$ cat config.mk
export PLATFORM = sky130hd
export DESIGN_NAME = mem_arbiter
export DESIGN_NICKNAME = d
export VERILOG_FILES = /design/src/rtl/mem_arbiter.sv
export SDC_FILE = /design/constraint.sdc
export NUM_CORES = 1
export LEC_CHECK = 0
export BUFFER_PORTS_ARGS = -buffer_cell sky130_fd_sc_hd__buf_2
export CAP_MARGIN = 15
export CELL_PAD_IN_SITES_DETAIL_PLACEMENT = 0
export CELL_PAD_IN_SITES_GLOBAL_PLACEMENT = 1
export CORE_AREA = 2 2 143 145
export DETAILED_ROUTE_END_ITERATION = 10
export DIE_AREA = 0 0 145 147
export GPL_TIMING_DRIVEN = 0
export PLACE_DENSITY = 0.63
export SLEW_MARGIN = 20
export SYNTH_ARGS = -nofsm -noshare
export SYNTH_HDL_FRONTEND = slang
export SYNTH_SLANG_ARGS = --single-unit
$ cat constraint.sdc
create_clock -name clk -period 3.2 [get_ports clk]
set_input_delay 0 -clock clk [delete_from_list [all_inputs] [get_ports clk]]
set_output_delay 0 -clock clk [all_outputs]
set_load 0.01 [all_outputs]
$ cat src/rtl/mem_arbiter.sv
// mem_arbiter: arbitrates one AXI4-Lite memory port between the IFU (M0, read
// only) and the LSU (M1, read+write). One transaction is in flight at a time;
// the grant is registered in IDLE, and channel payloads then pass
// combinationally between the granted master and the slave.
// Optional feature: define ARB_ROUND_ROBIN_EN to make the M0-vs-M1 choice
// round-robin instead of fixed priority M1 > M0.
module mem_arbiter #(
  parameter int ADDR_W = 32,
  parameter int DATA_W = 32
) (
  input  logic                clk,
  input  logic                rst,
  // M0: IFU read
  input  logic [ADDR_W-1:0]   m0_araddr,
  input  logic                m0_arvalid,
  output logic                m0_arready,
  output logic [DATA_W-1:0]   m0_rdata,
  output logic [1:0]          m0_rresp,
  output logic                m0_rvalid,
  input  logic                m0_rready,
  // M1: LSU read
  input  logic [ADDR_W-1:0]   m1_araddr,
  input  logic                m1_arvalid,
  output logic                m1_arready,
  output logic [DATA_W-1:0]   m1_rdata,
  output logic [1:0]          m1_rresp,
  output logic                m1_rvalid,
  input  logic                m1_rready,
  // M1: LSU write
  input  logic [ADDR_W-1:0]   m1_awaddr,
  input  logic                m1_awvalid,
  output logic                m1_awready,
  input  logic [DATA_W-1:0]   m1_wdata,
  input  logic [DATA_W/8-1:0] m1_wstrb,
  input  logic                m1_wvalid,
  output logic                m1_wready,
  output logic [1:0]          m1_bresp,
  output logic                m1_bvalid,
  input  logic                m1_bready,
  // Slave side
  output logic [ADDR_W-1:0]   s_araddr,
  output logic                s_arvalid,
  input  logic                s_arready,
  input  logic [DATA_W-1:0]   s_rdata,
  input  logic [1:0]          s_rresp,
  input  logic                s_rvalid,
  output logic                s_rready,
  output logic [ADDR_W-1:0]   s_awaddr,
  output logic                s_awvalid,
  input  logic                s_awready,
  output logic [DATA_W-1:0]   s_wdata,
  output logic [DATA_W/8-1:0] s_wstrb,
  output logic                s_wvalid,
  input  logic                s_wready,
  input  logic [1:0]          s_bresp,
  input  logic                s_bvalid,
  output logic                s_bready
);

  typedef enum logic [2:0] {IDLE, RADDR, RDATA, WADDR, WRESP} state_t;

  state_t state, state_n;
  logic   gnt, gnt_n;          // 0 = M0, 1 = M1
  logic   aw_done, aw_done_n;
  logic   w_done, w_done_n;

  logic   m1_wr_req, m1_req, pick_m1;
  logic   r_done, b_done;

  assign m1_wr_req = m1_awvalid | m1_wvalid;
  assign m1_req    = m1_wr_req | m1_arvalid;
  assign r_done    = (state == RDATA) && s_rvalid && s_rready;
  assign b_done    = (state == WRESP) && s_bvalid && s_bready;

`ifdef ARB_ROUND_ROBIN_EN
  logic last;  // master of the most recently completed transaction

  // Remember who finished last so a contended IDLE favours the other master
  always_ff @(posedge clk) begin
    if (rst)         last <= 1'b0;
    else if (r_done) last <= gnt;
    else if (b_done) last <= 1'b1;
  end

  assign pick_m1 = m1_req && (!m0_arvalid || !last);
`else
  assign pick_m1 = m1_req;
`endif

  // State, grant and write-channel completion flags
  always_ff @(posedge clk) begin
    if (rst) begin
      state   <= IDLE;
      gnt     <= 1'b0;
      aw_done <= 1'b0;
      w_done  <= 1'b0;
    end else begin
      state   <= state_n;
      gnt     <= gnt_n;
      aw_done <= aw_done_n;
      w_done  <= w_done_n;
    end
  end

  // Next state: arbitrate in IDLE, advance on each channel handshake
  always_comb begin
    state_n   = state;
    gnt_n     = gnt;
    aw_done_n = aw_done;
    w_done_n  = w_done;
    case (state)
      IDLE: begin
        if (pick_m1) begin
          gnt_n   = 1'b1;
          // a write from M1 beats its own read
          state_n = m1_wr_req ? WADDR : RADDR;
        end else if (m0_arvalid) begin
          gnt_n   = 1'b0;
          state_n = RADDR;
        end
      end
      RADDR: if (s_arvalid && s_arready) state_n = RDATA;
      RDATA: if (r_done) state_n = IDLE;
      WADDR: begin
        // AW and W may complete in either order or together
        aw_done_n = aw_done | (s_awvalid & s_awready);
        w_done_n  = w_done  | (s_wvalid  & s_wready);
        if (aw_done_n && w_done_n) begin
          state_n   = WRESP;
          aw_done_n = 1'b0;
          w_done_n  = 1'b0;
        end
      end
      WRESP: if (b_done) state_n = IDLE;
      default: state_n = IDLE;
    endcase
  end

  // Channel routing; everything is quiet in IDLE and while rst is held
  always_comb begin
    m0_arready = 1'b0;
    m0_rdata   = '0;
    m0_rresp   = '0;
    m0_rvalid  = 1'b0;
    m1_arready = 1'b0;
    m1_rdata   = '0;
    m1_rresp   = '0;
    m1_rvalid  = 1'b0;
    m1_awready = 1'b0;
    m1_wready  = 1'b0;
    m1_bresp   = '0;
    m1_bvalid  = 1'b0;
    s_araddr   = '0;
    s_arvalid  = 1'b0;
    s_rready   = 1'b0;
    s_awaddr   = '0;
    s_awvalid  = 1'b0;
    s_wdata    = '0;
    s_wstrb    = '0;
    s_wvalid   = 1'b0;
    s_bready   = 1'b0;
    if (!rst) begin
      case (state)
        RADDR: begin
          if (gnt) begin
            s_araddr   = m1_araddr;
            s_arvalid  = m1_arvalid;
            m1_arready = s_arready;
          end else begin
            s_araddr   = m0_araddr;
            s_arvalid  = m0_arvalid;
            m0_arready = s_arready;
          end
        end
        RDATA: begin
          if (gnt) begin
            m1_rdata  = s_rdata;
            m1_rresp  = s_rresp;
            m1_rvalid = s_rvalid;
            s_rready  = m1_rready;
          end else begin
            m0_rdata  = s_rdata;
            m0_rresp  = s_rresp;
            m0_rvalid = s_rvalid;
            s_rready  = m0_rready;
          end
        end
        WADDR: begin
          // a channel that already handshook is masked so it is not repeated
          s_awaddr   = m1_awaddr;
          s_awvalid  = m1_awvalid & ~aw_done;
          m1_awready = s_awready  & ~aw_done;
          s_wdata    = m1_wdata;
          s_wstrb    = m1_wstrb;
          s_wvalid   = m1_wvalid  & ~w_done;
          m1_wready  = s_wready   & ~w_done;
        end
        WRESP: begin
          m1_bresp  = s_bresp;
          m1_bvalid = s_bvalid;
          s_bready  = m1_bready;
        end
        default: ;
      endcase
    end
  end

endmodule
==> results of run 1 <==
==> kinds of logic after synthesis <==
kind of cell	after synthesis	share of synthesized area
flip-flops	6	0.06218
AO/OA/AOI/OAI	14	0.05311
AND/OR/NAND/NOR	217	0.6490
buffers and inverters	25	0.05957
multiplexers	34	0.1762
==> routing by layer <==
layer / GRT usage / up-vias / part of all wire
li1: - / 1684 / -
met1: 0.1434 / 1434 / 0.45
met2: 0.1774 / 140 / 0.48
met3: 0.03106 / 13 / 0.068
met4: 0.01287 / 2 / 0.0063
met5: 0 / - / 0.0011
==> cells in the mapped netlist (2+ instances only) <==
master	count
and2_1	143
nor2_1	45
mux2i_1	34
clkbuf_1	14
nor3_1	8
dfxtp_1	6
buf_2	5
nand2_1	5
nor4b_1	3
or3_1	3
a21oi_1	2
a31oi_1	2
and2b_1	2
and2b_2	2
buf_4	2
o21ai_0	2
o21ai_1	2
==> final timing paths <==
path | from | end | slack [ns]
setup reg to reg | gnt | state[1] | 1.56
setup / recovery | state[1] | m0_rdata[5] | 0.99
hold / removal | m0_arvalid | gnt | 0.11
hold reg to reg | aw_done | aw_done | 0.59
==> area by class of cell <==
type | instances | share of cell area
Sequential cell | 6 | 0.02886
Multi-Input combinational cell | 265 | 0.4077
Antenna cell | 2 | 0.001203
Timing Repair Buffer | 362 | 0.4354
Inverter | 2 | 0.001804
Tap cell | 270 | 0.08118
Buffer | 23 | 0.02586
Clock buffer | 3 | 0.01804
==> power by group <==
| group | switching, mW | total (mW) | leakage (nW) | internal (mW) |
|---|---|---|---|---|
| registers | 0.0248 | 0.120 | 0.0493 | 0.0957 |
| logic | 0.572 | 1.05 | 2.51 | 0.478 |
| clock network | 0.0423 | 0.203 | 0.0370 | 0.160 |
==> state kept, by name, indices dropped and copies added (netlist names) <==
name	flops
state	3
gnt	1
aw_done	1
w_done	1
==> worst max-delay path, cell delays in order, from the launching register on <==
cell and delay (ns):
dfxtp_1 0.36, buf_4 0.18, and2b_2 0.17, nand2_1 0.10
nor2_1 0.44, clkbuf_1 0.34, and2_1 0.23, buf_2 0.15
==> per-stage QoR <==
step | total power [mW] | setup slack [ns] | util
finish | 1.373 | 0.9875 | 0.2097
global route | 1.489 | 0.7490 | 0.2096
CTS | 1.393 | 0.9406 | 0.2095
detailed placement | 1.178 | 1.207 | 0.2057
global placement | 1.187 | 1.146 | 0.2057
floorplan | 0.7440 | 1.701 | -
==> impl_metrics.tcl, run 1 <==
set metrics [dict create \
    ir_worst_vdd_v 0.0001496 \
    worstMarginPinSlew_ns 0.8738 \
    min_path_cells 4 \
    startpoint_type "register" \
    min_path_type "in -> reg" \
    achievable-frequency_mhz 452.0 \
    worst_hold_slack_ns 0.1059 \
    cts-resized-gates 0 \
    grt_pass1_vias 3073 \
    n_fill_cell 2268 \
    async_flop_share 0 \
    port_buffers 362 \
    grt-ovfl-total 0 \
    placed_cells 928 \
    finalHoldViolCount 0 \
    cts.path.max_buffers 2 \
    grt_pass1_wl_um 18240 \
    final_min_period_over_clock_period 0.6914 \
    max_slew_margin 0.4175 \
    post_layout_nonfiller_instances 933 \
    synth_cells 296 \
    required_ns 3.20 \
    post_synth_instance_area_um2 1932 \
    cts-buffers-inserted 3 \
    synth_edf_count 0 \
    synth.yosys.seq_area_share 0.06218 \
    cts_htree_levels 1 \
    vias_per_cell 3.508 \
    critPathMaxFanout 10 \
    std_cell_rows 52 \
    multiInputGateArea_um2 1697 \
    yosys-top-cells-area "and2_1, mux2i_1, nor2_1" \
    mappedNetlistNets 478 \
    timing.critical_path.to_type "output pin" \
    placer_congestion_estimate 0.7642 \
    critical_path_arrival_ns 2.21 \
    leading_cell_type_in_the_layout_fill_and_taps_excluded "buf_2" \
    setup-violations-final 0 \
    floorplan.io_pins 364 \
    drt_wl_total_um 12560 \
    slew_viol_final 0 \
    worst-setup-path-type "reg -> out" \
    clockRootBuffer "clkbuf_16" \
    detail_route.iter0.violations 170 \
    power_density_nw_per_um2 329.8 \
    ys.warnings.count 0 \
    post-cts-setup-buffer-count 0 \
    clk_transition_reported_paths_ns 0.03 \
    final_nets 845 \
    core-area_um2 19840 \
    worst_reg_to_reg_cells 6 \
    initial_core_utilization 0.09735 \
    grt_max_degree 11 \
    commonest_cells_after_routing_fill_and_taps_aside "buf_2, and2_1, nor2_1" \
    ys_types 33 \
    postSynthAreaPerCell_um2 6.527 \
    drcViolationCount 0 \
    ant_nets 0 \
    setup_tns_ns 0 \
    grt_setup_unrepaired "no" \
    die_width_um 145 \
    dpl.hpwl_um 10840 \
    grt_antenna_before_repair 2 \
    track_usage 0.1075 \
    leakagePower_nw 2.601 \
    detail_routed_net_length_per_standard_cell_um 13.46 \
    final-seq-area_um2 120.1 \
    fin_skew_ns 0.001570 \
    placed_area_um2 4081 \
    synth-seq-cells 6 \
    post_route_cells_drive_above_1_share 0.5764 \
    tritoncts_num_sinks 6 \
    timing.final.crit_period_ns 2.213 \
    vias 3273 \
    yosys.area.top_type_share 0.4631 \
    tritoncts_clock_tree "done" \
    areaGrowthSynthToFinish_pct 115.4 \
    cap_viol_max_count 0 \
    ys.flop_type "dfxtp_1" \
    detailedRoute.firstPassIterationCount 4 \
    status "completed" \
    design.die.area_um2 21320 \
    post_cts_hold_buffer_count 0 \
    finish.instance_area_um2 4161 \
    clock_latency_ns 0.23 \
    yosys.area.top_type "and2_1" \
    die_y_um 147 \
]
No activity file was read; power rests on OpenSTA's default activity.
==> run 2: changes to the inputs <==
--- a/config.mk
+++ b/config.mk
@@ -5,15 +5,16 @@
 export SDC_FILE = /design/constraint.sdc
 export NUM_CORES = 1
 export LEC_CHECK = 0
+export ABC_AREA = 1
 export BUFFER_PORTS_ARGS = -buffer_cell sky130_fd_sc_hd__buf_2
 export CAP_MARGIN = 15
 export CELL_PAD_IN_SITES_DETAIL_PLACEMENT = 0
 export CELL_PAD_IN_SITES_GLOBAL_PLACEMENT = 1
-export CORE_AREA = 2 2 143 145
+export CORE_AREA = 2 2 140 142
 export DETAILED_ROUTE_END_ITERATION = 10
-export DIE_AREA = 0 0 145 147
+export DIE_AREA = 0 0 142 144
 export GPL_TIMING_DRIVEN = 0
-export PLACE_DENSITY = 0.63
+export PLACE_DENSITY = 0.71
 export SLEW_MARGIN = 20
 export SYNTH_ARGS = -nofsm -noshare
 export SYNTH_HDL_FRONTEND = slang
==> constraint.sdc (replaced) <==
create_clock -name clk -period 2.1 [get_ports clk]
set_input_delay 0 -clock clk [delete_from_list [all_inputs] [get_ports clk]]
set_output_delay 0 -clock clk [all_outputs]
set_load 0.01 [all_outputs]
==> run 2 against run 1 <==
Net effect:
- register-to-register slack lost 0.92 ns
- die area is 4.1% lower
- worst setup slack got worse by 0.81 ns
- highest routed layer is now met4
==> impl_metrics.tcl, run 2 <==
set metrics [dict create \
    status "completed" \
    ys.warnings.count 0 \
    yosys-top-cells-area "inv_1, nor3_1, nand2_1" \
    core-area_um2 19080 \
    post_layout_nonfiller_instances 1073 \
    clock_latency_ns 0.23 \
    synth_compound_area_frac 0.1015 \
    die_width_um 142 \
    final_nets 1018 \
    areaGrowthSynthToFinish_pct 106.5 \
    floorplan.io_pins 364 \
    drt_wl_total_um 12510 \
    synth.yosys.seq_area_share 0.05836 \
    die_y_um 144 \
    largest_family_of_logic_cells_by_synthesized_area "simple AND/OR/NAND/NOR gates" \
    worstMarginPinSlew_ns 0.5444 \
    synth.mux.area_fraction 0 \
    finalHoldViolCount 0 \
    critPathMaxFanout 10 \
    grt_max_degree 11 \
    yosys.area.top_type_share 0.2152 \
    post_route_cells_drive_above_1_share 0.4580 \
    placed_cells 1069 \
    detail_routed_net_length_per_standard_cell_um 11.66 \
    busiest_layer "met2" \
    timing.critical_path.to_type "output pin" \
    critical_path_arrival_ns 1.92 \
    final_min_period_over_clock_period 0.9147 \
    max_slew_margin 0.6371 \
    slew_viol_final 0 \
    total_power_mw 2.287 \
    ys_types 19 \
    commonest_cells_after_routing_fill_and_taps_aside "buf_2, inv_1, nand2_1" \
    largest_register_ffs 3 \
    clockRootBuffer "clkbuf_16" \
    post_synth_instance_area_um2 2058 \
    clk_transition_reported_paths_ns 0.03 \
    detailedRoute.firstPassIterationCount 5 \
    initial_core_utilization 0.1079 \
    grt_pass1_wl_um 17550 \
    min_path_type "in -> reg" \
    synth_simple_gate_area_share 0.5568 \
    synth_edf_count 0 \
    post_cts_hold_buffer_count 0 \
    ant_nets 0 \
    grt-ovfl-total 0 \
    std_cell_rows 51 \
    worst-setup-path-type "reg -> out" \
    fin_skew_ns 0.002253 \
    dpl.hpwl_um 10990 \
    async_flop_share 0 \
    grt_antenna_before_repair 1 \
    cap_viol_max_count 0 \
    synth_cells 468 \
    achievable-frequency_mhz 520.6 \
    drcViolationCount 0 \
    yosys.area_share.adder 0 \
    gr-usage-met1 0.1352 \
    ir_worst_vdd_v 0.0002252 \
    vias 4010 \
    tritoncts_num_sinks 6 \
    mappedNetlistNets 650 \
    port_buffers 363 \
    grt_setup_unrepaired "no" \
    ys.flop_type "dfxtp_1" \
    startpoint_type "register" \
    tritoncts_clock_tree "done" \
    track_usage 0.1067 \
    yosys.cell_count.top_type "inv_1" \
    cts.path.max_buffers 2 \
    synth_common_cells "inv_1, nand2_1, nor2_1" \
    cts_htree_levels 1 \
    setup-violations-final 0 \
    synth-seq-cells 6 \
    met2_usage 0.1953 \
    synth_xor_area_frac 0 \
    yosys.area.top_type "inv_1" \
    vias_per_cell 3.737 \
    design.die.area_um2 20450 \
    required_ns 2.10 \
    postSynthAreaPerCell_um2 4.398 \
    detail_route.iter0.violations 130 \
    grt_pass1_vias 3430 \
    setup_tns_ns 0 \
    power_density_nw_per_um2 538.0 \
    placer_congestion_estimate 0.8274 \
    post-cts-setup-buffer-count 0 \
    grt_use_met3 0.01656 \
    leading_cell_type_in_the_layout_fill_and_taps_excluded "buf_2" \
    top_register "state" \
    cts-resized-gates 0 \
    timing.final.crit_period_ns 1.921 \
    cts-buffers-inserted 3 \
    leakagePower_nw 2.997 \
]
run 2: cell count changes in the layout (fill, tap and decap cells not counted), sizes merged, moves of 3 or more:
cell / delta
clkbuf: +9
inv: +117
nand3: +6
and2: -143
a21oi: +35
or3: -3
o21ai: -3
nor4b: -4
nand2: +92
mux2i: -34
nor2: +47
nor3: +66
and2b: -4
run 2: layer usage:
| layer | vias up | part of all wire | wire (µm) |
|---|---|---|---|
| li1 | 2119 | - | - |
| met1 | 1704 | 0.42 | 5241 |
| met2 | 181 | 0.50 | 6292 |
| met3 | 6 | 0.073 | 910 |
| met4 | 0 | 0.0054 | 68 |
| met5 | - | 0 | 0 |
run 2: worst max-delay path, stage by stage, from the launching register on:
cell	delay, ns
dfxtp_1	0.30
buf_2	0.18
nor2_1	0.19
clkinv_1	0.27
clkbuf_1	0.33
nor3_1	0.26
buf_2	0.18
run 2: path summary, 6_finish.rpt:
path / startpoint / to / slack (ns) / cells after the start
max: gnt / m0_rdata[1] / 0.18 / 6
min: rst / gnt / 0.05 / 2
max reg2reg: gnt / state[1] / 0.64 / 11
min reg2reg: aw_done / aw_done / 0.56 / 2
run 2: stage by stage:
step | hold WS (ns) | worst slack (ns) | utilization | area (µm²)
6_report | 0.04965 | 0.1790 | 0.2228 | 4250
5_1_grt | 0.06524 | 0.009938 | 0.2226 | 4248
4_1_cts | 0.05989 | 0.1309 | 0.2226 | 4248
3_5_place_dp | 0.2894 | 0.3764 | 0.2187 | 4173
3_3_place_gp | 0.2887 | 0.3680 | 0.2187 | 4173
2_1_floorplan | 0.06907 | 0.7971 | - | 2058
run 2: logic make-up (layout without fill, tap and decap cells):
kind of cell | after synthesis | after routing
buf+inv | 151 | 517
compound gates | 41 | 41
flops | 6 | 6
simple gates | 270 | 270
other cells | 0 | 1
run 2: power breakdown:
| part | leakage, nW | internal, mW | switching [mW] | total [mW] |
|---|---|---|---|---|
| Sequential | 0.0494 | 0.147 | 0.0403 | 0.187 |
| Combinational | 2.91 | 0.591 | 1.20 | 1.79 |
| Clock | 0.0370 | 0.244 | 0.0612 | 0.305 |
run 2: cell type report:
cell class                      count  area (µm²)
Antenna cell                        1       2.502
Buffer                             31       132.6
Clock buffer                        3       75.07
Fill cell                        2227       14830
Inverter                          120       450.4
Multi-Input combinational cell    311        1355
Sequential cell                     6       120.1
Tap cell                          238       297.8
Timing Repair Buffer              363        1817
==> run 3: changes to the inputs <==
--- a/config.mk
+++ b/config.mk
@@ -5,7 +5,6 @@
 export SDC_FILE = /design/constraint.sdc
 export NUM_CORES = 1
 export LEC_CHECK = 0
-export ABC_AREA = 1
 export BUFFER_PORTS_ARGS = -buffer_cell sky130_fd_sc_hd__buf_2
 export CAP_MARGIN = 15
 export CELL_PAD_IN_SITES_DETAIL_PLACEMENT = 0
@@ -14,7 +13,7 @@
 export DETAILED_ROUTE_END_ITERATION = 10
 export DIE_AREA = 0 0 142 144
 export GPL_TIMING_DRIVEN = 0
-export PLACE_DENSITY = 0.71
+export PLACE_DENSITY = 0.65
 export SLEW_MARGIN = 20
 export SYNTH_ARGS = -nofsm -noshare
 export SYNTH_HDL_FRONTEND = slang
==> run 3 against run 2 <==
Net effect:
- core utilization down 0.45 points
- non-clock buffer count down 7
- via count down 20%
- critical path type unchanged
- highest routed layer is now met5
==> impl_metrics.tcl, run 3 (same netlist as run 1, synthesis figures left out) <==
set metrics [dict create \
    top_register "state" \
    clk_transition_reported_paths_ns 0.03 \
    drt_wl_total_um 11750 \
    worst-setup-path-type "reg -> out" \
    finalHoldViolCount 0 \
    floorplan.io_pins 364 \
    power_density_nw_per_um2 505.3 \
    die_y_um 144 \
    std_cell_rows 51 \
    critical_path_arrival_ns 1.97 \
    initial_core_utilization 0.1013 \
    post-route-worst-setup-slack_ns 0.1314 \
    status "completed" \
    placer_congestion_estimate 0.7880 \
    slowest_delay_ns 0.37 \
    cp_launch_point "state[1]" \
    cap_viol_max_count 0 \
    rr_endpoint "state[1]" \
    timing.final.crit_period_ns 1.969 \
    critical_path.cell_chain "buf_4, and2b_2, nand2_1, nor2_2, clkbuf_2, and2_1, buf_2" \
    ant_nets 0 \
    grt_pass1_wl_um 15820 \
    regToRegStartpoint "gnt" \
    cts-buffers-inserted 3 \
    preCtsSetupSlack_ns -0.03335 \
    design.die.area_um2 20450 \
    vias 3226 \
    cts_htree_levels 1 \
    final_min_period_over_clock_period 0.9374 \
    port_buffers 362 \
    startpoint_type "register" \
    n_fill_cell 2196 \
    tritoncts_clock_tree "done" \
    dpl.hpwl_um 10260 \
    drcViolationCount 0 \
    worst_reg_to_reg_cells 6 \
    detail_route.iter0.violations 121 \
    leading_cell_type_in_the_layout_fill_and_taps_excluded "buf_2" \
    ir_worst_vdd_v 0.0002410 \
    post_route_cells_drive_above_1_share 0.5958 \
    slew_viol_final 0 \
    core-area_um2 19080 \
    max_slew_margin 0.5004 \
    detail_routed_net_length_per_standard_cell_um 13.02 \
    grt_max_degree 11 \
    achievable-frequency_mhz 508.0 \
    post_cts_hold_buffer_count 0 \
    fin_skew_ns 0.001780 \
    final_nets 847 \
    clock_latency_ns 0.23 \
    regToRegSetupSlack_ns 0.47 \
    required_ns 2.10 \
    worst_hold_endpoint "gnt" \
    grt_setup_unrepaired "yes" \
    grt-ovfl-total 0 \
    vias_per_cell 3.576 \
    detailedRoute.firstPassIterationCount 4 \
    commonest_cells_after_routing_fill_and_taps_aside "buf_2, and2_1, nor2_1" \
    timing.critical_path.to_type "output pin" \
    largest_register_ffs 3 \
    min_from "m0_arvalid" \
    grt_pass1_vias 2806 \
    die_width_um 142 \
    track_usage 0.09870 \
    grt_antenna_before_repair 2 \
    min_path_type "in -> reg" \
    clockRootBuffer "clkbuf_16" \
    total_power_mw 2.104 \
    min_path_cells 4 \
    cp_slowest_cell "dfxtp_1" \
    setup-violations-final 0 \
    worstMarginPinSlew_ns 0.7495 \
    leakagePower_nw 2.636 \
    critPathMaxFanout 10 \
    tritoncts_num_sinks 6 \
    areaGrowthSynthToFinish_pct 115.5 \
    cts.path.max_buffers 2 \
]
-- run 3: changes by cell type in the layout (fill, tap and decap cells not counted), sizes merged, moves of 4 or more --
cell    before  now
mux2i        0   34
nand2       97    5
nor4b        0    4
nand3        6    0
clkbuf      26   17
and2b        0    4
nor3        74    8
and2         0  143
inv        119    2
nor2        92   45
a21oi       38    3
-- run 3: how the worst max path moves through the flow --
stage | to | slack, ns | depth (start not counted)
2_1_floorplan | state[1] | 0.60 | 5
3_3_place_gp | s_wdata[3] | -0.02 | 6
3_5_place_dp | s_awaddr[12] | -0.03 | 7
4_1_cts | m0_rdata[6] | -0.07 | 7
5_1_grt | m1_rdata[3] | -0.01 | 7
6_report | m1_rdata[3] | 0.13 | 7
-- run 3: layer usage --
metal | share of wire | vias up | track usage
met3 | 0.070 | 7 | 0.02583
met4 | 0.0017 | 2 | 0.004737
met2 | 0.49 | 145 | 0.1686
met1 | 0.44 | 1382 | 0.1313
met5 | 0.0011 | - | 0
li1 | - | 1690 | -
-- run 3: report_power, final --
group / internal, mW / total, mW / switching [mW]
logic: 0.743 / 1.61 / 0.863
clock network: 0.245 / 0.312 / 0.0669
registers: 0.148 / 0.187 / 0.0391
total: 1.14 / 2.10 / 0.969
-- run 3: per-stage QoR --
step	cells	TNS [ns]	cell area, µm²	utilization	hold WS [ns]
floorplan	296	0	1932	-	0.1349
global placement	896	-0.02275	4041	0.2118	0.2838
detailed placement	896	-0.07262	4041	0.2118	0.2823
CTS	899	-1.397	4125	0.2162	0.1120
global route	902	-0.009667	4164	0.2182	0.1656
finish	902	0	4164	0.2182	0.1125
-- run 3: area by class of cell --
| type | count | area, µm² | area share |
|---|---|---|---|
| antenna | 1 | 2.502 | 0.0006010 |
| tap | 238 | 297.8 | 0.07151 |
| inverter | 2 | 7.507 | 0.001803 |
| clock buffer | 3 | 75.07 | 0.01803 |
| buffer | 23 | 116.4 | 0.02794 |
| multi-input combinational | 265 | 1717 | 0.4123 |
| sequential | 6 | 121.4 | 0.02915 |
| timing repair buffer | 364 | 1827 | 0.4387 |
-- run 3: timing repair --
| action | 4_1_cts | 5_1_grt |
|---|---|---|
| pin swaps | 0 | 1 |
| buffers inserted | 0 | 2 |
| gates cloned | 0 | 0 |
| resized for setup | 3 | 17 |
| setup endpoints to repair | 101 | 111 |
-- run 3: critical path: cells and delay by family (launching register included) --
| family | cells | cell delay (ns) |
|---|---|---|
| simple gates | 4 | 0.78 |
| flops | 1 | 0.37 |
| buf+inv | 3 | 0.59 |
